$ cat src/rtl/dado_pkg.sv
// Shared types and constants for the electronic-die sequencer.
package dado_pkg;

    // Sequencer states
    typedef enum logic [1:0] {
        OCIOSO,
        ROLANDO,
        DESACELERANDO,
        EXIBINDO
    } estado_t;

    // Code that makes the 7-segment decoder blank the display
    localparam logic [3:0] CONTAGEM_APAGADO = 4'hF;

    // Next die face: wraps from the largest value back to zero
    function automatic logic [3:0] proxima_face(input logic [3:0] atual,
                                                input logic [3:0] maximo);
        if (atual == maximo) begin
            return 4'd0;
        end
        return atual + 4'd1;
    endfunction

endpackage

$ cat src/rtl/debounce_botao.sv
// Button conditioning: 2-FF synchronizer, debouncer and edge pulses.
module debounce_botao #(
    parameter int unsigned DEBOUNCE_CYCLES = 250000
) (
    input  logic clk,
    input  logic rst,
    input  logic botao,
    output logic press,
    output logic solta,
    output logic nivel
);

    localparam int unsigned CW = (DEBOUNCE_CYCLES > 1) ? $clog2(DEBOUNCE_CYCLES) : 1;
    localparam logic [CW-1:0] CNT_FIM = CW'(DEBOUNCE_CYCLES - 1);

    logic          sinc_a;
    logic          sinc_b;
    logic [CW-1:0] cnt;

    // Bring the asynchronous button into the clock domain
    always_ff @(posedge clk or posedge rst) begin
        if (rst) begin
            sinc_a <= 1'b0;
            sinc_b <= 1'b0;
        end else begin
            sinc_a <= botao;
            sinc_b <= sinc_a;
        end
    end

    // Accept a new level after DEBOUNCE_CYCLES consecutive differing samples
    always_ff @(posedge clk or posedge rst) begin
        if (rst) begin
            cnt   <= '0;
            nivel <= 1'b0;
            press <= 1'b0;
            solta <= 1'b0;
        end else begin
            press <= 1'b0;
            solta <= 1'b0;
            if (sinc_b != nivel) begin
                if (cnt == CNT_FIM) begin
                    cnt   <= '0;
                    nivel <= sinc_b;
                    press <= sinc_b;
                    solta <= ~sinc_b;
                end else begin
                    cnt <= cnt + CW'(1);
                end
            end else begin
                cnt <= '0;
            end
        end
    end

endmodule

$ cat src/rtl/controle_dado.sv
// Electronic-die sequencer: fast roll while the button is held, geometric
// deceleration after release, then holds the result for the decoder.
module controle_dado
    import dado_pkg::*;
#(
    parameter int unsigned DEBOUNCE_CYCLES = 250000,
    parameter int unsigned DIV_RAPIDO      = 1250000,
    parameter int unsigned PASSOS_LENTOS   = 6,
    parameter int unsigned VALOR_MAX       = 5
) (
    input  logic       clk,
    input  logic       rst,
    input  logic       botao,
    input  logic       limpar,
    output logic [3:0] contagem,
    output logic       rolando,
    output logic       pronto
);

    localparam int unsigned W  = $clog2(DIV_RAPIDO << PASSOS_LENTOS) + 1;
    localparam int unsigned KW = $clog2(PASSOS_LENTOS + 1);

    localparam logic [W-1:0]  BASE      = W'(DIV_RAPIDO);
    localparam logic [KW-1:0] K_ULTIMO  = KW'(PASSOS_LENTOS - 1);
    localparam logic [3:0]    FACE_MAX  = 4'(VALOR_MAX);

    logic press;
    logic solta;
    logic nivel;
    logic press_ok;

    estado_t       estado;
    estado_t       estado_nxt;
    logic [3:0]    cont_nxt;
    logic [KW-1:0] k;
    logic [KW-1:0] k_nxt;
    logic [W-1:0]  div;
    logic [W-1:0]  div_nxt;
    logic [W-1:0]  intervalo;
    logic          tick;

    debounce_botao #(
        .DEBOUNCE_CYCLES(DEBOUNCE_CYCLES)
    ) u_debounce (
        .clk   (clk),
        .rst   (rst),
        .botao (botao),
        .press (press),
        .solta (solta),
        .nivel (nivel)
    );

    // press and nivel are registered on the same edge, so this qualification never drops a real press
    assign press_ok = press & nivel;

    // Current prescaler interval: fast while rolling, doubling per decel step
    always_comb begin
        intervalo = BASE;
        if (estado == DESACELERANDO) begin
            intervalo = BASE << (k + KW'(1));
        end
    end

    assign tick = (div == (intervalo - W'(1)));

    // Next-state logic; limpar overrides everything, and any state change
    // swallows a coincident tick and restarts the prescaler
    always_comb begin
        estado_nxt = estado;
        cont_nxt   = contagem;
        k_nxt      = k;
        div_nxt    = tick ? '0 : (div + W'(1));

        case (estado)
            OCIOSO: begin
                cont_nxt = CONTAGEM_APAGADO;
                div_nxt  = '0;
                if (press_ok) begin
                    estado_nxt = ROLANDO;
                    cont_nxt   = 4'd0;
                end
            end
            ROLANDO: begin
                if (solta) begin
                    estado_nxt = DESACELERANDO;
                    k_nxt      = '0;
                end else if (tick) begin
                    cont_nxt = proxima_face(contagem, FACE_MAX);
                end
            end
            DESACELERANDO: begin
                if (press_ok) begin
                    estado_nxt = ROLANDO;
                    k_nxt      = '0;
                end else if (tick) begin
                    cont_nxt = proxima_face(contagem, FACE_MAX);
                    if (k == K_ULTIMO) begin
                        estado_nxt = EXIBINDO;
                    end else begin
                        k_nxt = k + KW'(1);
                    end
                end
            end
            EXIBINDO: begin
                div_nxt = '0;
                if (press_ok) begin
                    estado_nxt = ROLANDO;
                end
            end
        endcase

        if (limpar) begin
            estado_nxt = OCIOSO;
            cont_nxt   = CONTAGEM_APAGADO;
            k_nxt      = '0;
        end

        if (estado_nxt != estado) begin
            div_nxt = '0;
        end
    end

    // State, counters and registered outputs
    always_ff @(posedge clk or posedge rst) begin
        if (rst) begin
            estado   <= OCIOSO;
            contagem <= CONTAGEM_APAGADO;
            k        <= '0;
            div      <= '0;
            rolando  <= 1'b0;
            pronto   <= 1'b0;
        end else begin
            estado   <= estado_nxt;
            contagem <= cont_nxt;
            k        <= k_nxt;
            div      <= div_nxt;
            rolando  <= (estado_nxt == ROLANDO) || (estado_nxt == DESACELERANDO);
            pronto   <= (estado_nxt == EXIBINDO);
        end
    end

endmodule

$ cat config.mk
export PLATFORM = sky130hd
export DESIGN_NAME = controle_dado
export DESIGN_NICKNAME = d
export VERILOG_FILES = /design/src/rtl/dado_pkg.sv /design/src/rtl/debounce_botao.sv /design/src/rtl/controle_dado.sv
export SDC_FILE = /design/constraint.sdc
export NUM_CORES = 1
export LEC_CHECK = 0
export CAP_MARGIN = 20
export CORE_AREA = 10 10 125 104
export DETAILED_ROUTE_END_ITERATION = 10
export DIE_AREA = 0 0 135 114
export MAX_ROUTING_LAYER = met4
export PLACE_DENSITY_LB_ADDON = 0.08
export SYNTH_ARGS = -nofsm -noshare
export SYNTH_HDL_FRONTEND = slang
export SYNTH_HIERARCHICAL = 1
export SYNTH_SLANG_ARGS = --single-unit
$ cat constraint.sdc
create_clock -name clk -period 5.9 [get_ports clk]
set_input_delay 1.475 -clock clk [delete_from_list [all_inputs] [get_ports clk]]
set_output_delay 1.475 -clock clk [all_outputs]
set_load 0.005 [all_outputs]
==> flow_metrics.py, run 1 <==
metrics = {
    "run_status": {
        "status": "finished clean",
    },
    "routing": {
        "wl_per_cell_um": 16.0,
        "vias": 3735,
        "drt_iter0_drc": 241,
        "detail-route-antenna-nets": 0,
        "first_pass_iters": 5,
        "drc": 0,
        "vias_per_cell": 5.61,
        "drt-total-wl_um": 10600,
    },
    "worst_setup_path": {
        "r2r_start": "k[0]",
        "required_ns": 6.09,
        "cp_max_fo": 28,
        "critPathLaunchType": "flop",
        "reg2reg_depth": 13,
        "slowest_delay_ns": 0.69,
        "crit_path_end_kind": "flop",
        "crit_slowest_cell": "ha_1",
        "reg2reg_slack_ns": 1.13,
        "worst-setup-path-type": "reg2reg",
        "cp.arrival_ns": 4.96,
        "crit_top_cell": "ha_1",
        "path_cells": "ha_1 -> ha_1 -> inv_1 -> ha_1 -> or4_1 -> a2111oi_0 -> o22ai_1 -> nor4bb_1 -> o211a_1 -> and3_4 -> or3_1 -> buf_4 -> nor2_1",
        "rr_endpoint": "div[11]",
    },
    "die": {
        "die_x_um": 135,
        "die_h_um": 114,
        "die_area_mm2": 0.0154,
        "core_mm2": 0.0106,
        "start_util_pct": 43.7,
        "io_pins": 10,
        "rows": 34,
    },
    "synth": {
        "syn_area_mm2": 0.00463,
        "yosys_register_bits": 62,
        "synth-edff-count": 0,
        "ys_types": 74,
        "ys_seq_area_share_pct": 33.6,
        "synth_nets": 538,
        "ys.flop_type": "dfrtp_1",
        "synthCells": 519,
        "synth_warnings": 6,
        "synth.avg_cell_area_um2": 8.92,
        "async_flop_share_pct": 100,
    },
    "grt": {
        "grt_pass1_vias": 3556,
        "busiest_layer": "met2",
        "grt_use_total_pct": 14.4,
        "met3_usage_pct": 3.38,
        "grt_use_met1_pct": 19.6,
        "grt_pass1_wl_um": 17800,
        "grt_overflow": 0,
        "use_met2_pct": 21.5,
        "antenna_found_initial": 0,
        "grt_max_degree": 40,
    },
    "sta": {
        "finalHoldViolCount": 0,
        "post-route-min-period_ns": 4.77,
        "final_max_slew_viol_count": 0,
        "finClkSkew_ns": 0.00800,
        "hold_ws_ns": 0.350,
        "slew_headroom_pct": 40.6,
        "setup_ws_ns": 1.13,
        "finalCritPeriodShare_pct": 80.9,
        "tightest_slew_ns": 0.868,
        "rsz0062_at_grt": "false",
        "timing.setup.tns_ns": 0,
        "clock.fmax_mhz": 209,
        "setup_violations": 0,
    },
    "place": {
        "hpwl_um": 7680,
        "gp_congestion": 0.880,
        "place_area_mm2": 0.00478,
        "numPortBuffers": 9,
        "pre_cts_ws_ns": 1.13,
    },
    "cells_and_area": {
        "drive_gt1_share_pct": 10.2,
        "final_cell_mix": "58 x nor2_1, 58 x dfrtp_1, 28 x xor2_1",
        "utilization_pct": 47.6,
        "area_growth_pct": 8.97,
        "finalInstanceArea_mm2": 0.00505,
        "nets": 537,
        "diodes": 0,
    },
    "clock_tree": {
        "clock-sinks": 62,
        "clkLatencyLatePin_ns": 0.33,
        "clock-root-buffer": "clkbuf_16",
        "ctsHoldBuffers": 0,
        "clock_path_buffers": 2,
        "clk_pin_slew_worst_paths_ns": 0.05,
        "ctsResizeCount": 0,
        "cts_tree": "built",
        "numCtsBuffers": 9,
        "post_cts_buffers": 0,
        "htreeDepth": 3,
    },
    "worst_hold_path": {
        "hold_depth": 0,
        "holdCritStartpoint": "u_debounce/sinc_a",
        "holdPathEnd": "u_debounce/sinc_b",
        "hold_class": "reg2reg",
    },
    "pwr": {
        "static-leakage-power_nw": 1.91,
        "power_density_mw_per_mm2": 184,
        "max-vdd-ir-drop_v": 0.000107,
    },
    "run": {
        "drv_cap": 0,
    },
}
==> final cells by class <==
cell class | instances | area, µm²
fillers | 992 | 5550
multi-input cells | 410 | 2830
flip-flops and latches | 62 | 1560
clock buffers | 14 | 264
well taps | 144 | 180
repair buffers | 16 | 143
inverters | 19 | 71.3
clock inverters | 1 | 5.00
==> cell usage after synthesis (4+ instances only) <==
cell type | n | area (µm²)
buf_2 | 8 | 40.0
nand3_1 | 22 | 110
o21ai_0 | 18 | 90.1
or3_1 | 7 | 43.8
buf_6 | 6 | 67.6
and2_1 | 5 | 31.3
nor3b_1 | 5 | 37.5
a21oi_1 | 17 | 85.1
dfrtp_1 | 58 | 1450
nor2_1 | 58 | 218
xor2_1 | 28 | 245
dfstp_2 | 4 | 105
nor2_2 | 4 | 25.0
nor4_1 | 6 | 37.5
o31ai_1 | 8 | 60.1
nor2_4 | 8 | 90.1
or4_1 | 4 | 30.0
and3_1 | 11 | 68.8
nand2_1 | 26 | 97.6
a31oi_1 | 7 | 43.8
o22ai_1 | 4 | 25.0
nor3_1 | 13 | 65.1
clkbuf_1 | 13 | 48.8
o211ai_1 | 4 | 30.0
ha_1 | 15 | 188
a2111oi_0 | 6 | 52.6
inv_1 | 19 | 71.3
nand4_1 | 13 | 81.3
nor2b_1 | 14 | 87.6
nand2b_1 | 8 | 50.1
xnor2_1 | 24 | 210
mux2i_1 | 4 | 40.0
==> metal layers <==
metal	share of wire, %	wire length, µm
met1	51	5450
met2	44	4660
met3	4.3	456
met4	0.71	76
met5	0	0
==> sequential cells by signal, summed over array words and instances, names as in the netlist <==
signal and count:
k 3, pronto 1, rolando 1, u_debounce/nivel 1, u_debounce/solta 1, u_debounce/cnt 18
u_debounce/sinc_a 1, div 28, u_debounce/sinc_b 1, u_debounce/press 1, estado 2, contagem 4
==> worst max-delay path: cells and delay by family (launching register included) <==
kind	cells	cell delay, ns
buffers and inverters	2	0.49
DFF	1	0.45
adders and majority gates	3	1.34
AOI/OAI and AO/OA	3	0.81
and+or+nand+nor	5	1.51
==> where the power goes <==
| group | internal (W) | total [W] | switching [W] |
|---|---|---|---|
| clock | 0.000304 | 0.000480 | 0.000176 |
| sequential | 0.000428 | 0.000431 | 0.00000275 |
| combinational | 0.00000513 | 0.0000196 | 0.0000144 |
==> worst max path at each step <==
stage,start,to,slack [ns],cells past startpoint
floorplan,k[0],rolando,1.46,17
global placement,k[0],div[11],1.33,13
detailed placement,k[0],div[11],1.13,13
CTS,k[0],div[11],1.15,13
global route,k[0],rolando,0.71,13
finish,k[0],div[11],1.13,13
==> per-stage QoR <==
step,total power [W],cells
after floorplan,0.000451,519
after global placement,0.000459,651
after detailed placement,0.000458,651
after CTS,0.000949,666
after global routing,0.000966,666
final,0.000931,666
==> cells by family (layout without fill, tap and decap cells) <==
group | count (synthesis) | after routing | synth area share [%]
xor gates and xnor gates | 52 | 52 | 9.84
DFF | 62 | 62 | 33.6
muxes | 8 | 8 | 1.92
adders and majority gates | 15 | 15 | 4.05
and+or+nand+nor | 230 | 230 | 28.7
AOI/OAI and AO/OA | 105 | 105 | 16.5
buffers and inverters | 47 | 50 | 5.35
No activity file was read; power rests on OpenSTA's default activity.
==> run 2: changes to the inputs <==
==> constraint.sdc (replaced) <==
create_clock -name clk -period 4.52 [get_ports clk]
set_input_delay 1.13 -clock clk [delete_from_list [all_inputs] [get_ports clk]]
set_output_delay 1.13 -clock clk [all_outputs]
set_load 0.005 [all_outputs]
==> flow_metrics.py, run 2 (synthesis results as in run 1) <==
metrics = {
    "run_status": {
        "status": "finished clean",
    },
    "clock_tree": {
        "clk_pin_slew_worst_paths_ns": 0.05,
        "clock-root-buffer": "clkbuf_16",
        "cts_tree": "built",
        "numCtsBuffers": 9,
        "post_cts_buffers": 0,
        "ctsHoldBuffers": 0,
        "htreeDepth": 3,
        "clock-sinks": 62,
        "clock_path_buffers": 2,
        "clkLatencyLatePin_ns": 0.33,
    },
    "routing": {
        "drc": 0,
        "vias_per_cell": 5.86,
        "wl_per_cell_um": 16.6,
        "detail-route-antenna-nets": 0,
        "drt-total-wl_um": 11200,
        "drt_iter0_drc": 355,
        "vias": 3941,
        "first_pass_iters": 7,
    },
    "sta": {
        "timing.setup.tns_ns": 0,
        "finalHoldViolCount": 0,
        "rsz0062_at_grt": "false",
        "finalCritPeriodShare_pct": 92.4,
        "clock.fmax_mhz": 239,
        "post-route-min-period_ns": 4.18,
        "tightest_slew_ns": 0.856,
        "finClkSkew_ns": 0.00467,
        "setup_violations": 0,
        "slew_headroom_pct": 42.9,
        "final_max_slew_viol_count": 0,
    },
    "cells_and_area": {
        "reg_top3": "div x28, u_debounce/cnt x18, contagem x4",
        "nets": 543,
        "drive_gt1_share_pct": 12.5,
        "finalInstanceArea_mm2": 0.00515,
        "area_growth_pct": 11.3,
        "largest_reg_flops": 28,
        "final_cell_mix": "58 x nor2_1, 58 x dfrtp_1, 28 x xor2_1",
        "top_register": "div",
        "diodes": 0,
    },
    "worst_setup_path": {
        "critPathTopFamily": "simple AND/OR/NAND/NOR gates",
        "crit_path_end_kind": "flop",
        "path_cells": "ha_1 -> ha_1 -> buf_4 -> or4b_1 -> a211o_1 -> nor3_2 -> nand2_1 -> a2111oi_1 -> buf_4 -> nor2_1 -> and3_4 -> or3_1 -> buf_6 -> nor2_1",
        "required_ns": 4.78,
        "cp_max_fo": 28,
        "slowest_delay_ns": 0.52,
        "crit_slowest_cell": "or4b_1",
        "worst-setup-path-type": "reg2reg",
        "cp.arrival_ns": 4.44,
        "cp_num_buf_inv": 3,
        "critPathLaunchType": "flop",
    },
    "grt": {
        "busiest_layer": "met2",
        "grt_pass1_wl_um": 18600,
        "antenna_found_initial": 0,
        "grt_use_total_pct": 15.2,
        "grt_pass1_vias": 3677,
        "grt_max_degree": 40,
        "grt_use_met1_pct": 21.2,
        "met3_usage_pct": 2.94,
        "use_met2_pct": 21.6,
        "grt_overflow": 0,
    },
    "die": {
        "die_x_um": 135,
        "start_util_pct": 43.7,
        "io_pins": 10,
        "core_mm2": 0.0106,
        "die_area_mm2": 0.0154,
        "rows": 34,
        "die_h_um": 114,
    },
    "pwr": {
        "static-leakage-power_nw": 1.96,
        "power_density_mw_per_mm2": 250,
        "max-vdd-ir-drop_v": 0.000194,
    },
    "place": {
        "numPortBuffers": 9,
        "hpwl_um": 7960,
        "place_area_mm2": 0.00482,
        "gp_congestion": 0.921,
    },
    "worst_hold_path": {
        "hold_class": "reg2reg",
    },
    "run": {
        "drv_cap": 0,
    },
}
## run 2: changes by cell type in the layout (fill, tap and decap cells not counted), sizes merged
cell and delta:
buf +6, bufinv +1, clkbuf -1, clkinvlp +1
## run 2: what timing repair did
item / CTS / global route
hold endpoints to repair: 0 / 0
endpoints found under the setup margin: 0 / 36
gates resized for setup: 0 / 10
## run 2: worst paths after layout
check	startpoint	end	slack, ns	cells after the start
worst max-delay path	k[0]	div[12]	0.34	14
worst min-delay path	u_debounce/sinc_a	u_debounce/sinc_b	0.35	0
worst max register to register	k[0]	div[12]	0.34	14
worst min register to register	u_debounce/sinc_a	u_debounce/sinc_b	0.35	0
max in group asynchronous	rst	u_debounce/cnt[12]	2.68	2
min in group asynchronous	rst	estado[0]	1.26	3
## run 2: layer usage
metal	share of wire, %	vias up
li1	-	1893
met1	50	1907
met2	43	123
met3	5.5	18
met4	1.5	0
met5	0	-
## run 2: metrics by stage
step	hold slack [ns]	instances	power (W)	utilization, %	setup slack [ns]
after floorplan	0.331	519	0.000588	-	0.0755
after global placement	0.337	657	0.000598	45.5	0.118
after detailed placement	0.341	657	0.000598	45.5	0.0884
after CTS	0.352	673	0.00130	48.4	0.0632
after global routing	0.365	673	0.00134	48.7	0.0701
final	0.349	673	0.00129	48.7	0.343
## run 2: where the power goes
group           total, W  internal, W  switching (W)  leakage, nW
sequential      0.000562     0.000559     0.00000350        0.846
combinational  0.0000257   0.00000685      0.0000189        0.968
clock           0.000698     0.000456       0.000242        0.146
total            0.00129      0.00102       0.000264         1.96
## run 2: layout make-up
class	count	area (µm²)
clock buffer	13	260
fill	992	5440
multi-input combinational	410	2850
sequential	62	1560
clock inverter	3	42.5
timing repair buffer	22	191
tap	144	180
inverter	19	71.3
==> patch (settings of run 1) <==
The 4 values of `estado_t` get a one-hot encoding in 4 bits.
--- a/src/rtl/dado_pkg.sv
+++ b/src/rtl/dado_pkg.sv
@@ -4,7 +4,7 @@
     // Sequencer states
-    typedef enum logic [1:0] {
-        OCIOSO,
-        ROLANDO,
-        DESACELERANDO,
-        EXIBINDO
+    typedef enum logic [3:0] {
+        OCIOSO        = 4'b0001,
+        ROLANDO       = 4'b0010,
+        DESACELERANDO = 4'b0100,
+        EXIBINDO      = 4'b1000
     } estado_t;
Formal check against the unedited RTL: no difference found for any inputs over 10 cycles, from zero or initial values and one cycle with rst high; not proved beyond that.
==> patch against run 1 <==
  * Total power up 7.2%
  * Count of clock-buffer cells in the layout down 1
  * Worst setup slack worse by 100 ps
  * Final cell count up 1.1%
  * Final area up 1.8%
  * Clock skew up 3.6 ps
  * Die area unchanged
  * Wire length up 5.3%
  * Sequential power up 3%
  * Sequential cell count up 2
  * Area after synthesis up 0.68%
  * Global-route usage up 1.3 points
  * Via count up 4.9%
  * Critical endpoint is now div[0]
  * Largest cell class unchanged
  * Largest power group unchanged
==> patch: results (changes against run 1) <==
Run status
  – Status: completed (unchanged)

Cells and area
  – Fill cell count: 1041 (was 992)
  – Fraction of layout cells with a size suffix above 1: 9.26% (was 10.2%)
  – Top Registers: div x28, u_debounce/cnt x18 (was div x28, u_debounce/cnt x18, contagem x4)
  – Final net count: 539 (was 537)

Place
  – GP Congestion: 0.934 (was 0.880)
  – Post-DP HPWL: 8000 um (was 7680 um)
  – Buffers added on ports: 9 (unchanged)
  – Placed Area: 4840 sq um (was 4780 sq um)

Worst setup path
  – Critical R2R Launch: k[0] (unchanged)
  – Worst R2R Setup Slack: 1030 ps (was 1130 ps)
  – CP max stage delay: 630 ps (was 690 ps)
  – R2r endpoint: div[0] (was div[11])

Min path
  – WHS Path Cells: 0 (unchanged)
  – Hold Path End: u_debounce/sinc_b (unchanged)
  – Min-delay src: u_debounce/sinc_a (unchanged)

Routing
  – WL met3: 602 um (was 456 um)
  – Routed wire length: 11200 um (was 10600 um)
  – Met1 WL: 5460 um (was 5450 um)
  – Top Metal Used: met4 (unchanged)
  – Met2 routed WL: 4950 um (was 4660 um)
  – Iteration-0 DRC Markers: 435 (was 241)
  – Via density: 5.82 (was 5.61)

Logic synthesis
  – Synth area leaders: dfrtp_1 (32%), nor2_1 (5.8%), xnor2_1 (5.4%), xor2_1 (4.9%), ha_1 (3.0%) (was dfrtp_1 (31%), xor2_1 (5.3%), nor2_1 (4.7%), xnor2_1 (4.5%), ha_1 (4.1%))
  – Synth cell types: 79 (was 74)
  – Register area share after synthesis: 34.5% (was 33.6%)
  – Synth cell count leaders: nor2_1 (72), dfrtp_1 (59), nand2_1 (34) (was dfrtp_1 (58), nor2_1 (58), xor2_1 (28))

GRT
  – Initial antenna violation count: 0 (unchanged)
  – Largest net degree at the start of global routing: 42 (was 40)
  – Total track usage: 15.8% (was 14.4%)
  – First-pass GRT wire length: 19200 um (was 17800 um)
  – Vias in the first global route: 3706 (was 3556)

Power
  – VDD IR max: 0.000133 V (was 0.000107 V)
  – Cell leakage power: 1.94 nW (was 1.91 nW)

STA
  – Slew headroom: 39.7% (was 40.6%)
  – Fin Clk Skew: 11.5 ps (was 8.00 ps)

Clock tree
  – Post CTS Setup Buffer Count: 0 (unchanged)
  – CTS root buf: clkbuf_16 (unchanged)
  – # resized after CTS: 0 (unchanged)
## patch: cell types whose count changed in the layout (fill, tap and decap cells not counted), sizes merged, moves of 4 or more
cell / run 1 / this run
ha: 15 / 11
xnor2: 24 / 29
and2: 5 / 1
nand2: 26 / 34
nand4: 15 / 20
nand2b: 8 / 13
inv: 19 / 14
a211oi: 2 / 8
nor3b: 5 / 10
## patch: area by class of cell
class / instances / area [sq um] / area share, %
clock buffer: 13 / 260 / 5.06
clock inverter: 3 / 42.5 / 0.828
inverter: 15 / 56.3 / 1.10
multi-input combinational: 421 / 2870 / 55.9
sequential: 64 / 1610 / 31.3
tap: 144 / 180 / 3.51
timing repair buffer: 13 / 120 / 2.34
## patch: logic make-up (layout without fill, tap and decap cells)
family | count (synthesis) | after routing | share of synthesized area [%]
flip-flops | 64 | 64 | 34.5
AND/OR/NAND/NOR | 249 | 249 | 29.8
AO/OA/AOI/OAI | 97 | 97 | 15.9
buffers and inverters | 42 | 44 | 3.92
XOR/XNOR | 57 | 57 | 11.3
adder cells (fa/ha/maj) | 11 | 11 | 2.95
multiplexers | 7 | 7 | 1.64
## patch: worst max path at each step
stage | start | endpoint | slack, ps | depth (start not counted)
2_1_floorplan | k[0] | k[0] | 1710 | 18
3_3_place_gp | k[0] | div[11] | 1300 | 13
3_5_place_dp | k[0] | div[18] | 1070 | 13
4_1_cts | k[0] | div[0] | 1030 | 13
5_1_grt | k[0] | div[1] | 630 | 13
6_report | k[0] | div[0] | 1030 | 13
## patch: through the flow
stage	setup slack, ps	hold WS [ps]	cells
2_1_floorplan	1710	331	527
3_3_place_gp	1300	332	657
3_5_place_dp	1070	339	657
4_1_cts	1030	345	673
5_1_grt	626	365	673
6_report	1030	343	673
## patch: power breakdown
group	internal, mW	switching [mW]
Combinational	0.00475	0.0142
Clock	0.349	0.186
Sequential	0.442	0.00264
Total	0.796	0.203
## patch: layer usage
layer | track usage [%] | vias up
li1 | - | 1911
met1 | 21.1 | 1873
met2 | 22.7 | 113
met3 | 4.22 | 20
met4 | 4.94 | 0
met5 | - | -
## patch: critical path: cells and delay by family (launching register included)
family | cells | cell delay (ps)
DFF | 1 | 480
buffers and inverters | 1 | 230
and+or+nand+nor | 5 | 1490
adders and majority gates | 3 | 1330
AOI/OAI and AO/OA | 3 | 1090
muxes | 1 | 120
